**config.mk**
```make
export PLATFORM = sky130hd
export DESIGN_NAME = axi_lite_uart_slave
export DESIGN_NICKNAME = d
export VERILOG_FILES = /design/src/rtl/uart_slv_pkg.sv /design/src/rtl/byte_fifo.sv /design/src/rtl/axi_lite_uart_slave.sv
export SDC_FILE = /design/constraint.sdc
export NUM_CORES = 1
export LEC_CHECK = 0
export ABC_AREA = 1
export BUFFER_PORTS_ARGS = -buffer_cell sky130_fd_sc_hd__buf_2
export CAP_MARGIN = 5
export CORE_MARGIN = 3
export CORE_UTILIZATION = 43
export DETAILED_ROUTE_END_ITERATION = 8
export PLACE_DENSITY = 0.76
export SLEW_MARGIN = 20
export SYNTH_ARGS = -nofsm -noshare
export SYNTH_HDL_FRONTEND = slang
export SYNTH_HIERARCHICAL = 1
export SYNTH_SLANG_ARGS = --single-unit
```
**constraint.sdc**
```tcl
create_clock -name clk -period 2.1 [get_ports clk]
set_input_delay 0.315 -clock clk [delete_from_list [all_inputs] [get_ports clk]]
set_output_delay 0.315 -clock clk [all_outputs]
set_load 0.02 [all_outputs]
```
**src/rtl/uart_slv_pkg.sv**
```systemverilog
// Shared register map, response codes and status-bit layout for the AXI-lite UART slave.
// The optional error responses are built in when UART_SLV_ERR_EN is defined.
package uart_slv_pkg;

    localparam logic [1:0] REG_RX_DATA = 2'd0;
    localparam logic [1:0] REG_RX_STAT = 2'd1;
    localparam logic [1:0] REG_TX_STAT = 2'd2;
    localparam logic [1:0] REG_TX_DATA = 2'd3;

    localparam logic [1:0] RESP_OKAY   = 2'b00;
    localparam logic [1:0] RESP_SLVERR = 2'b10;

    localparam int RX_STAT_NEMPTY_BIT = 0;
    localparam int RX_STAT_CNT_LSB    = 1;
    localparam int RX_STAT_CNT_MSB    = 3;
    localparam int TX_STAT_NFULL_BIT  = 0;

    // Occupancy field is only 3 bits wide, so deeper FIFOs report 7.
    function automatic logic [2:0] sat_cnt3(input logic [31:0] c);
        return (c > 32'd7) ? 3'd7 : c[2:0];
    endfunction

endpackage

```
**src/rtl/byte_fifo.sv**
```systemverilog
// Byte FIFO with power-of-2 depth. A push into a full FIFO is accepted only when a
// pop happens in the same cycle; a pop of an empty FIFO is ignored.
module byte_fifo #(
    parameter int DEPTH = 4
) (
    input  logic                     clk,
    input  logic                     rst_n,
    input  logic                     push,
    input  logic [7:0]               push_data,
    input  logic                     pop,
    output logic [7:0]               head,
    output logic                     full,
    output logic                     empty,
    output logic [$clog2(DEPTH):0]   count
);
    localparam int AW = $clog2(DEPTH);
    localparam int CW = AW + 1;

    logic [7:0]    mem_q [DEPTH];
    logic [AW-1:0] wr_ptr_q, wr_ptr_d, rd_ptr_q, rd_ptr_d;
    logic [CW-1:0] cnt_q, cnt_d;
    logic          do_push, do_pop;

    assign empty = (cnt_q == '0);
    assign full  = (cnt_q == CW'(DEPTH));
    assign head  = mem_q[rd_ptr_q];
    assign count = cnt_q;

    always_comb begin
        do_pop   = pop && !empty;
        do_push  = push && (!full || do_pop);
        wr_ptr_d = do_push ? wr_ptr_q + AW'(1) : wr_ptr_q;
        rd_ptr_d = do_pop  ? rd_ptr_q + AW'(1) : rd_ptr_q;
        cnt_d    = cnt_q;
        if (do_push && !do_pop)
            cnt_d = cnt_q + CW'(1);
        else if (!do_push && do_pop)
            cnt_d = cnt_q - CW'(1);
    end

    always_ff @(posedge clk or negedge rst_n) begin
        if (!rst_n) begin
            wr_ptr_q <= '0;
            rd_ptr_q <= '0;
            cnt_q    <= '0;
        end else begin
            wr_ptr_q <= wr_ptr_d;
            rd_ptr_q <= rd_ptr_d;
            cnt_q    <= cnt_d;
        end
    end

    always_ff @(posedge clk) begin
        if (do_push)
            mem_q[wr_ptr_q] <= push_data;
    end

endmodule

```
**src/rtl/axi_lite_uart_slave.sv**
```systemverilog
// AXI4-lite register front end for the UART byte streams: RX data/status, TX status/data.
// Define UART_SLV_ERR_EN to answer illegal or dropped accesses with SLVERR.
module axi_lite_uart_slave
    import uart_slv_pkg::*;
#(
    parameter int FIFO_DEPTH = 4,
    parameter int ADDR_W     = 32
) (
    input  logic              clk,
    input  logic              rst_n,
    input  logic              axi_awvalid,
    output logic              axi_awready,
    input  logic [ADDR_W-1:0] axi_awaddr,
    input  logic [2:0]        axi_awprot,
    input  logic              axi_wvalid,
    output logic              axi_wready,
    input  logic [31:0]       axi_wdata,
    input  logic [3:0]        axi_wstrb,
    output logic              axi_bvalid,
    input  logic              axi_bready,
    output logic [1:0]        axi_bresp,
    input  logic              axi_arvalid,
    output logic              axi_arready,
    input  logic [ADDR_W-1:0] axi_araddr,
    input  logic [2:0]        axi_arprot,
    output logic              axi_rvalid,
    input  logic              axi_rready,
    output logic [31:0]       axi_rdata,
    output logic [1:0]        axi_rresp,
    input  logic              rx_valid,
    output logic              rx_ready,
    input  logic [7:0]        rx_data,
    output logic              tx_valid,
    input  logic              tx_ready,
    output logic [7:0]        tx_data
);
    localparam int CW = $clog2(FIFO_DEPTH) + 1;

    logic          en_q, en_d;
    logic          bvalid_q, bvalid_d, rvalid_q, rvalid_d;
    logic [1:0]    bresp_q, bresp_d, rresp_q, rresp_d;
    logic [31:0]   rdata_q, rdata_d;
    logic [31:0]   rd_word;
    logic          rd_err, wr_err;
    logic          wr_hs, ar_hs;
    logic [1:0]    wr_addr, rd_addr;
    logic          rx_push, rx_pop, rx_full, rx_empty;
    logic          tx_push, tx_pop, tx_full, tx_empty;
    logic [7:0]    rx_head;
    logic [CW-1:0] rx_count, tx_count;
    logic          unused_sig;

    assign unused_sig = ^{axi_awaddr, axi_araddr, axi_awprot, axi_arprot,
                          axi_wdata, axi_wstrb, tx_count};

    assign wr_addr = axi_awaddr[3:2];
    assign rd_addr = axi_araddr[3:2];

    // en_q keeps every ready low while reset is asserted and for the first cycle after.
    assign wr_hs       = en_q && axi_awvalid && axi_wvalid && !bvalid_q;
    assign axi_awready = wr_hs;
    assign axi_wready  = wr_hs;
    assign axi_arready = en_q && (!rvalid_q || axi_rready);
    assign ar_hs       = axi_arvalid && axi_arready;

    assign rx_pop   = ar_hs && (rd_addr == REG_RX_DATA) && !rx_empty;
    assign rx_ready = en_q && (!rx_full || rx_pop);
    assign rx_push  = rx_valid && rx_ready;

    assign tx_valid = !tx_empty;
    assign tx_pop   = tx_valid && tx_ready;
    assign tx_push  = wr_hs && (wr_addr == REG_TX_DATA) && axi_wstrb[0];

    byte_fifo #(.DEPTH(FIFO_DEPTH)) u_rx_fifo (
        .clk(clk), .rst_n(rst_n), .push(rx_push), .push_data(rx_data), .pop(rx_pop),
        .head(rx_head), .full(rx_full), .empty(rx_empty), .count(rx_count)
    );

    byte_fifo #(.DEPTH(FIFO_DEPTH)) u_tx_fifo (
        .clk(clk), .rst_n(rst_n), .push(tx_push), .push_data(axi_wdata[7:0]), .pop(tx_pop),
        .head(tx_data), .full(tx_full), .empty(tx_empty), .count(tx_count)
    );

    // Status reflects occupancy before any push/pop in the handshake cycle.
    always_comb begin
        rd_word = '0;
        case (rd_addr)
            REG_RX_DATA: if (!rx_empty) rd_word[7:0] = rx_head;
            REG_RX_STAT: begin
                rd_word[RX_STAT_NEMPTY_BIT] = !rx_empty;
                rd_word[RX_STAT_CNT_MSB:RX_STAT_CNT_LSB] = sat_cnt3(32'(rx_count));
            end
            REG_TX_STAT: rd_word[TX_STAT_NFULL_BIT] = !tx_full;
            default: ;
        endcase
`ifdef UART_SLV_ERR_EN
        rd_err = ((rd_addr == REG_RX_DATA) && rx_empty) || (rd_addr == REG_TX_DATA);
        wr_err = (wr_addr != REG_TX_DATA) || !axi_wstrb[0] || (tx_full && !tx_pop);
`else
        rd_err = 1'b0;
        wr_err = 1'b0;
`endif
    end

    always_comb begin
        en_d     = 1'b1;
        bvalid_d = bvalid_q;
        bresp_d  = bresp_q;
        rvalid_d = rvalid_q;
        rresp_d  = rresp_q;
        rdata_d  = rdata_q;
        if (wr_hs) begin
            bvalid_d = 1'b1;
            bresp_d  = wr_err ? RESP_SLVERR : RESP_OKAY;
        end else if (axi_bready) begin
            bvalid_d = 1'b0;
        end
        if (ar_hs) begin
            rvalid_d = 1'b1;
            rdata_d  = rd_word;
            rresp_d  = rd_err ? RESP_SLVERR : RESP_OKAY;
        end else if (axi_rready) begin
            rvalid_d = 1'b0;
        end
    end

    always_ff @(posedge clk or negedge rst_n) begin
        if (!rst_n) begin
            en_q     <= 1'b0;
            bvalid_q <= 1'b0;
            bresp_q  <= RESP_OKAY;
            rvalid_q <= 1'b0;
            rresp_q  <= RESP_OKAY;
            rdata_q  <= '0;
        end else begin
            en_q     <= en_d;
            bvalid_q <= bvalid_d;
            bresp_q  <= bresp_d;
            rvalid_q <= rvalid_d;
            rresp_q  <= rresp_d;
            rdata_q  <= rdata_d;
        end
    end

    assign axi_bvalid = bvalid_q;
    assign axi_bresp  = bresp_q;
    assign axi_rvalid = rvalid_q;
    assign axi_rresp  = rresp_q;
    assign axi_rdata  = rdata_q;

endmodule

```
==> results list, run 1 <==
- Global-route usage over all layers: 0.147
- Most Frequent Cell on Critical Path: sky130_fd_sc_hd__nand2_2
* Clock tree from TritonCTS: yes
- Arrival time of the worst setup path: 2.48 ns
* Minimum period implied by the final worst setup slack: 2.23 ns
* Most used cells in the layout excluding fill and tap cells: sky130_fd_sc_hd__edfxtp_1, sky130_fd_sc_hd__nand2_1, sky130_fd_sc_hd__nor2_1, sky130_fd_sc_hd__buf_2
- Peak supply drop: 488 uV
- Each instance of the synthesized netlist takes up on average 10.6 sq um.
- Max-cap violations in this run came to 0.
- The routed design uses 4330 um of met2 wire.
- Layout Nets: 621
* Core box area: 0.00933 sq mm
* Routed wire length: 8050 um
- The first global-routing pass estimated 12,900 um of wire.
* Worst setup slack after placement: -0.113 ns
* Number of I/O pins: 174
* Violations in the final reports: setup timing
- Final count of pins violating max slew: 0
- The total count of hold-check failures in the final report was 0.
- Total negative setup slack: -0.212 ns
- For this block, wires on met1 add up to 3290 um.
- Die ar.: 0.0109 sq mm
- Clock edge transition at the registers on the reported setup and hold paths: 0.09 ns
* Non-filler cells in the finished layout: 620
- Among all stages on the critical path, the largest delay is contributed by sky130_fd_sc_hd__dfrtp_1.
- Number of vias per cell after detailed routing: 4.58
* Inserted Clock Buffers: 9
* Initial Utilization: 0.448
- Measured against its own limit, the worst slew margin works out to 0.609.
* Later-pin clock latency in the skew report: 0.35 ns
* Area share of the largest cell type after synthesis: 0.459
* Worst stage delay on the critical path: 0.42 ns
- After detailed routing, the average wire length per cell comes to 13.0 um.
* Die Height: 105 um
- Between clock sinks in the finished design, the worst skew comes to 0.00893 ns.
* Hold slack final: 0.127 ns
* Final setup violating endpoints: 3
- After synthesis the cells add up to 0.00418 sq mm.
- The die is 105 um wide.
* Post-layout power: 5.79 mW
* Critical path peak fanout: 2
- In this run the number of cells on the critical path is 17.
- The signal on the critical path passes through nor2_4, nand2_2, inv_2, nor2_4, nand2_2, o21bai_1, nand2_2, nor2_4, nand2_2, inv_2, ha_4, inv_2, fa_2, inv_1, nand2_1, nand4_1, nand2_1.
- After synthesis, the cell types taking the most area are sky130_fd_sc_hd__edfxtp_1, sky130_fd_sc_hd__dfrtp_1, sky130_fd_sc_hd__nand2_1, sky130_fd_sc_hd__nor2_1, sky130_fd_sc_hd__buf_4.
- Routability-driven placement finished with a final weighted congestion of 0.828.
- In the final layout, the share of cells above drive strength 1 is 0.295.
- In the post-route analysis, the smallest setup slack over all paths is -0.127 ns.
* CTS sink count: 89
- For this run, the detailed router's first-pass iteration total came to 4.
- Placed wire-length estimate after detailed placement: 5580 um
* Worst Setup Start Kind: register
- The routed layout has 2,839 vias.
* Detailed-route DRC error count: 0
* DP Cell Count: 593
- The cell count after synthesis came out at 394.
* Number of diodes added for antenna fixing: 0
- Slew @ Worst Pin: 0.587 ns
* Highest metal layer with signal wires: met4
- Of the available clock period, the critical path in the final layout requires 1.06.
- For this block, the initial DRC count from the detailed router was 122.
- Post-synthesis sequential area ratio: 0.609
- Setup repair after global routing missed its margin: yes
* Antenna-violating nets left: 0
* CTS Buffer Depth: 2
* Aggregate global routing overflow: 0
* Outcome: finished with violations
- Max Freq: 449 MHz
- In this run the core area contains 35 standard-cell rows.
- Endpoint type of the worst setup path: register
- Leading cell type in the layout, fill and taps excluded: sky130_fd_sc_hd__edfxtp_1
- The synthesized design contains 89 register bits.
* Unique cell type count in the Yosys netlist: 29
* Total number of yosys warnings: 6
- In this run the tool buffered the top-level ports with 52 buffer cells.
- Buf+Inv Stages, Crit Path: 4
- After detailed routing, the met3 layer carries 356 um of wire.
* Logic depth of the worst register-to-register path: 17
- In this run the static leakage power is 2.19 nW.
* Class of the most critical hold timing path: in -> reg
* Type of the setup path with the least slack: reg -> reg
- Total number of H-tree levels: 3
* Synthesis-to-finish area growth: 18.5%
- CTS root buffer: sky130_fd_sc_hd__clkbuf_8
- Entering global routing, the biggest net connects 26 pins.
- The number of antenna violations at the first check in global routing was 0.
* Worst Path Required: 2.35 ns
* Count of cells along the worst hold path: 2
* Pwr dens: 1170 mW/mm^2
- The number of global-route vias before repair came to 2,791.
- Family of cells with the greatest summed delay on the critical path: simple AND/OR/NAND/NOR gates
- Cell accounting for the most synthesized area: sky130_fd_sc_hd__edfxtp_1
==> sequential cells by signal, summed over array words and instances (netlist names), 2 cells and up <==
name and cells:
u_rx_fifo/wr_ptr_q 2, u_tx_fifo/mem_q 32, u_tx_fifo/rd_ptr_q 2, u_tx_fifo/wr_ptr_q 2, u_rx_fifo/mem_q 32, u_tx_fifo/count 3
axi_rdata 8, u_rx_fifo/count 3, u_rx_fifo/rd_ptr_q 2
==> synthesized netlist by cell type <==
cell                       number
sky130_fd_sc_hd__clkinv_2       1
sky130_fd_sc_hd__dfrtp_1       25
sky130_fd_sc_hd__inv_6          2
sky130_fd_sc_hd__nand2_1       63
sky130_fd_sc_hd__buf_4         29
sky130_fd_sc_hd__o21ai_1       39
sky130_fd_sc_hd__ha_1          10
sky130_fd_sc_hd__o21bai_1       1
sky130_fd_sc_hd__buf_12         1
sky130_fd_sc_hd__buf_6          8
sky130_fd_sc_hd__nand3b_1       3
sky130_fd_sc_hd__conb_1         2
sky130_fd_sc_hd__nand3_1       14
sky130_fd_sc_hd__nand2_2        5
sky130_fd_sc_hd__edfxtp_1      64
sky130_fd_sc_hd__fa_1           2
sky130_fd_sc_hd__nor3_1         2
sky130_fd_sc_hd__nand3_4        1
sky130_fd_sc_hd__nand3_2        2
sky130_fd_sc_hd__nor2_1        59
sky130_fd_sc_hd__nor2_4         1
sky130_fd_sc_hd__a21oi_1        1
sky130_fd_sc_hd__or2_1          1
sky130_fd_sc_hd__inv_2          3
sky130_fd_sc_hd__o21ai_0       12
sky130_fd_sc_hd__nand4_1        3
sky130_fd_sc_hd__xnor2_1        2
sky130_fd_sc_hd__inv_1         35
sky130_fd_sc_hd__nor2_2         3
==> worst register-to-register path, stage by stage (launching register included) <==
cell                       delay (ns)
sky130_fd_sc_hd__dfrtp_1         0.42
sky130_fd_sc_hd__nor2_4          0.06
sky130_fd_sc_hd__nand2_2         0.09
sky130_fd_sc_hd__inv_2           0.05
sky130_fd_sc_hd__nor2_4          0.09
sky130_fd_sc_hd__nand2_2         0.06
sky130_fd_sc_hd__o21bai_1        0.14
sky130_fd_sc_hd__nand2_2         0.11
sky130_fd_sc_hd__nor2_4          0.14
sky130_fd_sc_hd__nand2_2         0.07
sky130_fd_sc_hd__inv_2           0.08
sky130_fd_sc_hd__ha_4            0.14
sky130_fd_sc_hd__inv_2           0.05
sky130_fd_sc_hd__fa_2            0.35
sky130_fd_sc_hd__inv_1           0.06
sky130_fd_sc_hd__nand2_1         0.07
sky130_fd_sc_hd__nand4_1         0.09
sky130_fd_sc_hd__nand2_1         0.06
==> power by group <==
part | internal [mW] | switching [mW] | leakage, nW
Sequential | 2.13 | 0.182 | 0.892
Combinational | 0.917 | 1.42 | 1.20
Clock | 0.464 | 0.666 | 0.0966
Total | 3.51 | 2.27 | 2.19
==> timing repair <==
item	CTS	global route
setup endpoints to repair	2	22
buffers inserted	4	6
pin swaps	1	4
resized for setup	4	17
hold buffers	1	0
hold endpoints to repair	25	0
==> final timing paths <==
path | start | end | slack [ns]
worst max-delay path | u_rx_fifo/count[1] | u_rx_fifo/count[2] | -0.13
worst min-delay path | axi_bready | axi_bvalid | 0.13
worst max register to register | u_rx_fifo/count[1] | u_rx_fifo/count[2] | -0.13
worst min register to register | axi_rdata[7] | axi_rdata[7] | 0.49
max in group asynchronous | rst_n | u_rx_fifo/count[0] | 1.19
min in group asynchronous | rst_n | u_tx_fifo/rd_ptr_q[0] | 0.50
==> per-layer routing <==
metal / GRT usage / vias to the layer above
li1: - / 1423
met1: 0.169 / 1338
met2: 0.276 / 70
met3: 0.0259 / 8
met4: 0.0459 / 0
met5: 0 / -
==> stage by stage <==
step,instance area [sq um],utilization
after CTS,4860,0.521
final,4960,0.531
after global placement,4610,0.495
after floorplan,4300,-
after global routing,4960,0.531
after detailed placement,4610,0.495
==> final cells by class <==
| class | instances | area (sq um) |
|---|---|---|
| Clock buffer | 9 | 124 |
| Sequential cell | 89 | 2550 |
| Fill cell | 821 | 4370 |
| Inverter | 41 | 165 |
| Tap cell | 129 | 161 |
| Multi-Input combinational cell | 253 | 1310 |
| Timing Repair Buffer | 92 | 569 |
| Clock inverter | 7 | 72.6 |
==> logic make-up after synthesis <==
kind of cell / count (synthesis) / share of synthesized area
and+or+nand+nor: 157 / 0.164
DFF: 89 / 0.609
buffers and inverters: 79 / 0.118
AOI/OAI and AO/OA: 53 / 0.0640
adders and majority gates: 12 / 0.0395
xor gates and xnor gates: 2 / 0.00419
other: 2 / 0.00180
Power figures use the tool's default switching activity.
==> inputs of run 2 (changes only) <==
Settings changed: CORE_UTILIZATION 43 to 45, CTS_BUF_LIST set to sky130_fd_sc_hd__clkbuf_8, PLACE_DENSITY 0.76 to 0.79.
==> results list, run 2 (same netlist as run 1, synthesis figures left out) <==
* Arrival time of the worst setup path: 2.34 ns (was 2.48 ns)
- Aggregate global routing overflow: 0 (unchanged)
* Reported max-cap violation count: 0 (unchanged)
* CTS Buffer Depth: 2 (unchanged)
* Combinational share of power: 0.402 (was 0.405)
* Cells along the critical path: nor2_4, nand2_2, inv_2, nor2_4, nand2_2, o21bai_1, nand2_2, nor2_4, nand2_2, inv_2, ha_4, inv_2, fa_2, inv_1, nand2_1, nand4_1, nand2_1 (unchanged)
- The endpoint required time on the critical path came to 2.35 ns (about the same).
- Number of I/O pins: 174 (unchanged)
- Portion of total power attributed to the clock network: 0.189 (was 0.195)
- Type of the setup path with the least slack: reg -> reg (unchanged)
* Worst Setup Start Kind: register (unchanged)
* CTS sink count: 89 (unchanged)
* Detailed Routing Iterations Pass 1: 4 (unchanged)
- Wire length of the first global-routing pass: 12,300 um (was 12,900 um)
* Detailed-route DRC error count: 0 (unchanged)
- The overall global routing resource usage was 0.154 (was 0.147).
* Weighted congestion reported at the end of routability-driven placement: 0.825 (was 0.828)
- The detailed-route via count came to 2,814 (was 2,839).
- Critical path launch point: u_rx_fifo/count[1] (unchanged)
* Slew @ Worst Pin: 0.558 ns (was 0.587 ns)
- The cell with the most instances on the worst path is sky130_fd_sc_hd__nand2_2 (unchanged).
* Layout fillers: 756 (was 821)
- The area overhead of the layout relative to synthesis is 16.3% (was 18.5%).
- Logic depth of the worst register-to-register path: 17 (unchanged)
* Family of cells with the greatest summed delay on the critical path: simple AND/OR/NAND/NOR gates (unchanged)
* Peak supply drop: 569 uV (was 488 uV)
- Non-filler cells in the finished layout: 593 (was 620)
- The post-route clock skew came to 0.00789 ns (was 0.00893 ns).
- Endpoints failing hold: 0 (unchanged)
* Endpoint type of the worst setup path: register (unchanged)
- The clock slew at the register clock pins of the worst setup and hold paths is 0.09 ns (about the same).
- Average wire per cell in the routed design: 12.9 um (was 13.0 um)
- Die span in x: 102 um (was 105 um)
* Post-Layout Inst Area: 0.00486 sq mm (was 0.00496 sq mm)
* DP Cell Count: 568 (was 593)
- Outcome: completed (was finished with violations).
- The fraction of layout instances using a drive strength above 1 was 0.282 (was 0.295).
- The total half-perimeter wirelength after legalization and detailed placement was 5470 um (was 5580 um).
* Count of cells along the worst hold path: 2 (unchanged)
- Final count of pins violating max slew: 0 (unchanged)
- The area of the die was 0.0105 sq mm (was 0.0109 sq mm).
* Highest-delay cell along the critical path: sky130_fd_sc_hd__dfrtp_1 (unchanged)
- The pin count of the biggest net entering global routing was 26 (unchanged).
- Core box area: 0.00889 sq mm (was 0.00933 sq mm)
* CTS root buffer: sky130_fd_sc_hd__clkbuf_8 (unchanged)
- Worst reg2reg setup slack: 0.006 ns (was -0.13 ns)
* Die Height: 102 um (was 105 um)
- Final setup violating endpoints: 0 (was 3)
- Instance count on the critical path: 17 (unchanged)
* Leakage power of the design: 2.15 nW (was 2.19 nW)
- Pwr dens: 1150 mW/mm^2 (was 1170 mW/mm^2)
- The top achievable clock speed is 477 MHz (was 449 MHz).
* Most used cells in the layout excluding fill and tap cells: sky130_fd_sc_hd__edfxtp_1, sky130_fd_sc_hd__nand2_1, sky130_fd_sc_hd__nor2_1, sky130_fd_sc_hd__buf_2, sky130_fd_sc_hd__o21ai_1 (was sky130_fd_sc_hd__edfxtp_1, sky130_fd_sc_hd__nand2_1, sky130_fd_sc_hd__nor2_1, sky130_fd_sc_hd__buf_2)
- Antenna violations before repair: 0 (unchanged)
* Switch share: 0.389 (was 0.393)
- Vias in the first global route: 2,690 (was 2,791)
- Layout Nets: 615 (was 621)
- End point of the critical path: u_rx_fifo/count[2] (unchanged)
- Cell area after placement: 0.00456 sq mm (was 0.00461 sq mm)
* Number of vias per cell after detailed routing: 4.75 (was 4.58)
* Clock tree from TritonCTS: yes (unchanged)
- Initial Utilization: 0.470 (was 0.448)
- The cell-internal power came to 3.43 mW (was 3.51 mW).
- Initial DRC count: 106 (was 122)
- The share of the core filled with cells in the final layout came to 0.547 (was 0.531).
- Reg power frac: 0.409 (was 0.400)
* Port Buf Inserts: 52 (unchanged)
- Core Rows: 34 (was 35)
- The critical register-to-register path startpoint is u_rx_fifo/count[1] (unchanged).
- The final period utilization came to 0.997 (was 1.06).
- Inserted Clock Buffers: 9 (unchanged)
- Number of diodes added for antenna fixing: 0 (unchanged)
- The final critical delay including setup and external delays was 2.09 ns (was 2.23 ns).
* Class of the most critical hold timing path: in -> reg (unchanged)
* Setup repair after global routing missed its margin: yes (unchanged)
- The total buffers and inverters traversed by the critical path came to 4 (unchanged).
- Headroom to the max-slew limit: 0.628 (was 0.609)
- Total number of H-tree levels: 3 (unchanged)
* Antenna-violating nets left: 0 (unchanged)
- Later-pin clock latency in the skew report: 0.35 ns (about the same)
* Capturing point of the worst reg2reg path: u_rx_fifo/count[2] (unchanged)
- Routed wire length: 7650 um (was 8050 um)
- The delay of the slowest critical-path stage was 0.41 ns (was 0.42 ns).
* Critical path peak fanout: 2 (unchanged)
- The most common cell after layout, fill and taps aside is sky130_fd_sc_hd__edfxtp_1 (unchanged).
- The power spent charging and discharging nets was 2.18 mW (was 2.27 mW).
==> run 2: changes by cell type in the layout (fill, tap and decap cells not counted), moves of 2 or more <==
cell | previous run | this run
sky130_fd_sc_hd__clkinvlp_4 | 1 | 3
sky130_fd_sc_hd__buf_4 | 39 | 32
sky130_fd_sc_hd__dfrtp_2 | 3 | 1
sky130_fd_sc_hd__nand2_1 | 59 | 57
sky130_fd_sc_hd__nand2_2 | 9 | 11
sky130_fd_sc_hd__inv_1 | 30 | 32
sky130_fd_sc_hd__dfrtp_1 | 22 | 24
==> run 2: how the worst min path moves through the flow <==
stage	start	to	slack, ns
global route	axi_bready	axi_bvalid	0.13
detailed placement	rst_n	u_tx_fifo/rd_ptr_q[0]	0.35
floorplan	rst_n	axi_bvalid	0.02
finish	axi_bready	axi_bvalid	0.14
CTS	axi_bready	axi_bvalid	0.12
global placement	rst_n	u_tx_fifo/rd_ptr_q[0]	0.34
==> run 2: final cells by class <==
class                      instances  area [sq um]  area share
sequential                        89          2550       0.524
multi-input combinational        253          1310       0.270
timing repair buffer              86           522       0.107
inverter                          41           165      0.0340
tap                              108           135      0.0278
clock buffer                       9           124      0.0255
clock inverter                     7          55.1      0.0113
==> run 2: what timing repair did <==
action	CTS	global route
hold endpoints to repair	25	0
setup buffers	4	4
hold buffers	1	0
setup endpoints to repair	3	5
gates resized for setup	9	9
pin swaps	4	6
cloned	0	0
==> run 2: power by group through the flow <==
stage | sequential [mW] | clock (mW) | combinational [mW]
4_1_cts | 2.29 | 1.09 | 2.17
6_report | 2.29 | 1.06 | 2.25
5_1_grt | 2.32 | 1.18 | 2.51
3_3_place_gp | 2.32 | 0 | 1.97
2_1_floorplan | 2.38 | 0 | 1.52
3_5_place_dp | 2.33 | 0 | 2.06
==> run 2: stage by stage <==
stage	power, mW	setup WS [ns]	setup TNS (ns)	hold slack (ns)
after floorplan	3.91	-0.0759	-0.128	0.0194
final	5.61	0.00564	0	0.138
after CTS	5.55	-0.00948	-0.00948	0.120
after global routing	6.02	-0.154	-0.274	0.134
after global placement	4.29	-0.0378	-0.0568	0.341
after detailed placement	4.40	-0.0975	-0.224	0.347
==> run 2: layer usage <==
metal / track usage / vias to the layer above / routed length [um]
met2: 0.292 / 91 / 4070
met5: 0 / - / 0
met3: 0.0423 / 8 / 459
met1: 0.168 / 1312 / 3040
met4: 0.0394 / 0 / 75
li1: - / 1403 / -
